### config.mk
export PLATFORM = sky130hd
export DESIGN_NAME = onehot_rr_arbiter8
export DESIGN_NICKNAME = d
export VERILOG_FILES = /design/src/rtl/onehot_rr_arbiter8.sv
export SDC_FILE = /design/constraint.sdc
export NUM_CORES = 1
export LEC_CHECK = 0
export ABC_AREA = 1
export BUFFER_PORTS_ARGS = -buffer_cell sky130_fd_sc_hd__buf_2
export CAP_MARGIN = 15
export CORE_MARGIN = 2
export CORE_UTILIZATION = 40
export DETAILED_ROUTE_END_ITERATION = 8
export PLACE_DENSITY = 0.63
export SYNTH_ARGS = -nofsm -noshare
export SYNTH_HDL_FRONTEND = slang
export SYNTH_SLANG_ARGS = --single-unit
### constraint.sdc
create_clock -name clk -period 2.78 [get_ports clk]
set_clock_uncertainty 0.05 [all_clocks]
set_input_delay 0.278 -clock clk [delete_from_list [all_inputs] [get_ports clk]]
set_output_delay 0.278 -clock clk [all_outputs]
set_load 0.005 [all_outputs]
### src/rtl/onehot_rr_arbiter8.sv
// Eight-way rising-edge request capture with round-robin arbitration.
// Presents one registered one-hot winner at a time behind a valid/ready handshake.
module onehot_rr_arbiter8 (
  input  logic       clk,
  input  logic       rst,
  input  logic [7:0] req,
  input  logic       grant_ready,
  input  logic       clr_overrun,
  output logic [7:0] grant_onehot,
  output logic       grant_valid,
  output logic [7:0] pending,
  output logic [7:0] overrun
);

  logic [7:0] req_q;
  logic [7:0] pend_q, pend_d;
  logic [7:0] gnt_q, gnt_d;
  logic [7:0] ovr_q, ovr_d;
  logic       vld_q, vld_d;
  logic [2:0] ptr_q, ptr_d;

  logic [7:0] rise;
  logic [7:0] win_oh;
  logic [7:0] load_oh;
  logic [2:0] win;
  logic [2:0] idx;
  logic       found;
  logic       load;

  assign rise = req & ~req_q;

  // Round-robin search: first pending bit at or after ptr, wrapping mod 8.
  always_comb begin
    win   = '0;
    found = 1'b0;
    idx   = '0;
    for (int i = 0; i < 8; i++) begin
      idx = ptr_q + i[2:0];
      if (!found && pend_q[idx]) begin
        found = 1'b1;
        win   = idx;
      end
    end
  end

  assign win_oh  = 8'b1 << win;
  assign load    = found && (!vld_q || grant_ready);
  assign load_oh = load ? win_oh : 8'h00;

  always_comb begin
    // A rise on the bit being loaded re-sets it, so that event is kept.
    pend_d = (pend_q & ~load_oh) | rise;
    ovr_d  = (clr_overrun ? 8'h00 : ovr_q) | (rise & pend_q & ~load_oh);
    gnt_d  = gnt_q;
    vld_d  = vld_q;
    ptr_d  = ptr_q;
    if (load) begin
      gnt_d = win_oh;
      vld_d = 1'b1;
      ptr_d = win + 3'd1;
    end else if (vld_q && grant_ready) begin
      gnt_d = 8'h00;
      vld_d = 1'b0;
    end
  end

  always_ff @(posedge clk or posedge rst) begin
    if (rst) begin
      req_q  <= '0;
      pend_q <= '0;
      gnt_q  <= '0;
      ovr_q  <= '0;
      vld_q  <= 1'b0;
      ptr_q  <= '0;
    end else begin
      req_q  <= req;
      pend_q <= pend_d;
      gnt_q  <= gnt_d;
      ovr_q  <= ovr_d;
      vld_q  <= vld_d;
      ptr_q  <= ptr_d;
    end
  end

  assign grant_onehot = gnt_q;
  assign grant_valid  = vld_q;
  assign pending      = pend_q;
  assign overrun      = ovr_q;

endmodule

Yosys cells after proc, flatten, opt, wreduce, memory -nomap -nowiden. Cells that the tools add are included.

Register bits after elaboration: 36. Input bits: 12. Bits in writable memories: 0. Bits in read-only memories: 0. Output and inout port bits: 25. Memories: 0. Bits in latches: 0.

Add/subtract/negate cells: 8. Divide/modulo/power cells: 0. $lt $le $gt $ge: 8. Multiply operators: 0. Muxes and demuxes: 38. Shifts and indexed selects: 1. Reductions and logical operators: 19. Eq/ne operators: 0. Bitwise gates (word level): 8.

Operator list (count): bitwise AND 8 bit (4); less-than comparator 3 x 4 -> 1 bit (second input constant) (8); two-way mux 8 bit (4); binary-select mux 1 bit (select 3 bit) (8); two-way mux 3 bit (8); two-way mux 1 bit (18); NOT 8 bit (2); bitwise OR 8 bit (2); adder 3 bit (second input constant) (4); logical AND 1 bit (9); zero test 1 bit (8); << shifter 1 x 3 -> 8 bit (first input constant) (1); adder 3 x 1 -> 3 bit (second input constant) (2); adder 3 x 2 -> 3 bit (second input constant) (2); nonzero test 2 bit (1); logical OR 1 bit (1).

Logic depth before layout (Yosys ltp).
Depth after elaboration: 29. Gate-level depth with buffers: 22. Gate-level depth less buffers: 20.

Least setup slack after synthesis. Ideal clock, no wire load.

Path kind: register to register. Start: reg ptr_q[0]. End: reg ptr_q[2]. Buffers on the path: 2. Path slack: 9 ps. Arrival: 2594 ps. Clock period less this slack: 2771 ps. Data required time: 2603 ps. Cell stages (with the launch flop): 19. Path through: dfrtp_1 > buf_6 > inv_4 > buf_6 > ha_1 > inv_1 > nand3_1 > nand3_2 > nand2_4 > nor2_8 > nand4_4 > nor3_2 > nand3_1 > nand2_2 > inv_2 > nor2_1 > ha_1 > nand2_1 > o21ai_0.

Cells in the longest elaborated chain, start to end: 25. Elaborated cells on any way between the ends: 55. Classes of those cells: add/sub (8); mux (32); reduce/logical (15).

Ends and longest elaborated chain: start: declaration (RTL line 20) `logic [2:0] ptr_q, ptr_d;`; start signal: assignment (RTL line 81) `ptr_q <= ptr_d;`; branches (longest 25 deep; another with adder 3 x 1 -> 3 bit).

Parallel ways; which one is timed is not known. The select of a mux whose other input is x is not followed. A chain may end at the register's enable or synchronous reset.

Worst setup path after layout.
Start: reg ptr_q[1]. End: reg ptr_q[2].

Same word-level chain as after synthesis.

==> flow_summary.json <==
{
  "status": "complete, no violations",
  "place_inst": 393,
  "fillers": 514,
  "hold_ws_ps": 31.9,
  "worst-setup-path-type": "flip-flop to flip-flop",
  "ys_async_sr_fraction_pct": 100,
  "syn_area_um2": 2240,
  "crit_chain": "inv_2 -> ha_4 -> buf_6 -> nand3_4 -> nand3_4 -> nand2_4 -> nor2_8 -> nand4_4 -> nor2_4 -> nand2_2 -> nand2_1 -> nand2_1 -> nand2_2 -> inv_4 -> nor2_4 -> ha_4 -> nand2_2 -> o21ai_1",
  "wire_per_inst_um": 13.5,
  "critPathMostFrequentCell": "nand2_2",
  "port_buffers": 36,
  "worstPathRequired_ps": 2900,
  "period_needed_ps": 2720,
  "gp_congestion": 0.889,
  "core_area_um2": 5440,
  "numCtsBuffers": 5,
  "avgSynthCellArea_um2": 7.96,
  "worst_slew_pin_slew_ps": 472,
  "critPathMaxFanout": 5,
  "grt_usage_pct": 17.9,
  "pre_cts_ws_ps": 57.9,
  "antenna_cells": 0,
  "fin_util_pct": 52.7,
  "rows": 27,
  "vias": 2022,
  "vias_per_cell": 4.94,
  "initial_utilization_pct": 41.1,
  "dpl.hpwl_um": 3950,
  "ff_latch_area_um2": 901,
  "setup.worst_path.start_class": "flip-flop",
  "rsz0062_at_grt": "true",
  "clk_latency_ps": 290,
  "yosys.area.top_type": "dfrtp_1",
  "crit_arrival_ps": 2840,
  "first_global_vias": 1912,
  "ys_warn_count": 0,
  "cts.path.max_buffers": 2,
  "slowest_stage": "dfrtp_1",
  "synth_flop_cell": "dfrtp_1",
  "max_stage_delay_ps": 410,
  "grt_pass1_wl_um": 8740,
  "syn_nets": 298,
  "layoutNonFillerInstCount": 409,
  "cts_tree": "done",
  "syn_inst": 281,
  "dr.pass1.iters": 4,
  "holdCritPathClass": "primary input to async pin",
  "slew_headroom_pct": 68.3,
  "drt_iter0_drc": 73,
  "multiInputGateArea_um2": 1340,
  "area_delta_synth_final_pct": 28.1,
  "die_y_um": 78.8,
  "drcViolationCount": 0,
  "r2r_cells": 18,
  "fin_crit_sh_pct": 97.7,
  "fin_ws_ps": 64.9,
  "synthTopCellsByArea": "dfrtp_1 40%, nand2_1 15%, nand3_1 9.2%",
  "cp.depth": 18,
  "overflow": 0,
  "dieArea_um2": 6210,
  "fmax_mhz": 368,
  "drive_above_1_share_pct": 38.3,
  "synth_top_area_share_pct": 40.3,
  "seq_area_frac_synth_pct": 40.3,
  "grt_start_max_net_pins": 37,
  "synth_edf_count": 0,
  "cp_top_family": "simple AND/OR/NAND/NOR gates",
  "die_w_um": 78.8,
  "yosysMostFrequentCell": "nand2_1",
  "root_buffer": "clkbuf_8",
  "ys_types": 31,
  "htreeDepth": 2,
  "ys_ff_latch": 36,
  "cp-end-kind": "flip-flop",
  "slew_violations": 0,
  "ant_nets": 0,
  "fin_nets": 353,
  "final-hold-violation-count": 0,
  "hold_buffers": 0,
  "clkTransAtPathRegs_ps": 70,
  "cap_violations": 0,
  "io_pins": 37,
  "antenna_found_initial": 0,
  "crit_buf_inv": 3,
  "drt_wl_total_um": 5520,
  "cts_sinks": 36,
  "setup_viol": 0,
  "ys_top_cells_by_count": "89 x nand2_1, 41 x nand3_1, 36 x dfrtp_1"
}
-- worst min-delay path: stages --
cell and delay, ps:
buf_2 90, inv_1 40, buf_4 390
-- cell type report --
type	instances	area share [%]
Clock buffer	8	3.14
Tap cell	72	3.14
Multi-Input combinational cell	210	46.8
Sequential cell	36	31.4
Timing Repair Buffer	53	11.1
Inverter	30	4.36
-- flip-flops by register name, indices dropped and copies added (netlist names) --
| register | flops |
|---|---|
| req_q | 8 |
| ptr_q | 3 |
| overrun | 8 |
| grant_onehot | 8 |
| pending | 8 |
| grant_valid | 1 |
-- per-layer routing --
| metal | GRT usage, % | routed length, um |
|---|---|---|
| met5 | 0 | 0 |
| met4 | 7.02 | 126 |
| met3 | 3.64 | 257 |
| met2 | 29.8 | 2800 |
| met1 | 22.8 | 2340 |
-- final timing paths --
kind	start	slack [ps]	end
min	rst	30	grant_onehot[4]
min reg2reg	req_q[2]	390	pending[2]
max	ptr_q[1]	60	ptr_q[2]
min in group clk	req[3]	60	req_q[3]
max in group asynchronous	rst	2330	req_q[0]
max reg2reg	ptr_q[1]	60	ptr_q[2]
-- metrics by stage --
step,setup TNS (ps),area (um^2)
final,0,2870
after detailed placement,0,2530
after floorplan,0,2240
after CTS,0,2620
after global routing,-985,2870
after global placement,0,2530
-- cells by family after synthesis --
| family | share of synthesized area, % |
|---|---|
| adders and majority gates | 2.80 |
| buffers and inverters | 7.55 |
| xor gates and xnor gates | 1.96 |
| AOI/OAI and AO/OA | 4.20 |
| DFF | 40.3 |
| and+or+nand+nor | 43.2 |
-- cells in the final DEF, fill, tap and decap left out, drive strengths merged --
cell type and instances:
ha 5, o21ai 12, a31oi 1, and2 1, nor2 19, dfrtp 36, or2 2, xnor2 2
clkbuf 8, nand2 107, nand3b 1, xor2 3, nand3 52, nor3 1, a21oi 1, inv 30
buf 53, nand4 3
-- what timing repair did --
item / 4_1_cts / 5_1_grt
setup endpoints to repair: 0 / 18
buffers inserted: 0 / 8
resized for setup: 0 / 39
Power is not shown: default switching activity piles up to over one toggle a cycle in this logic, so the estimate is an artifact.
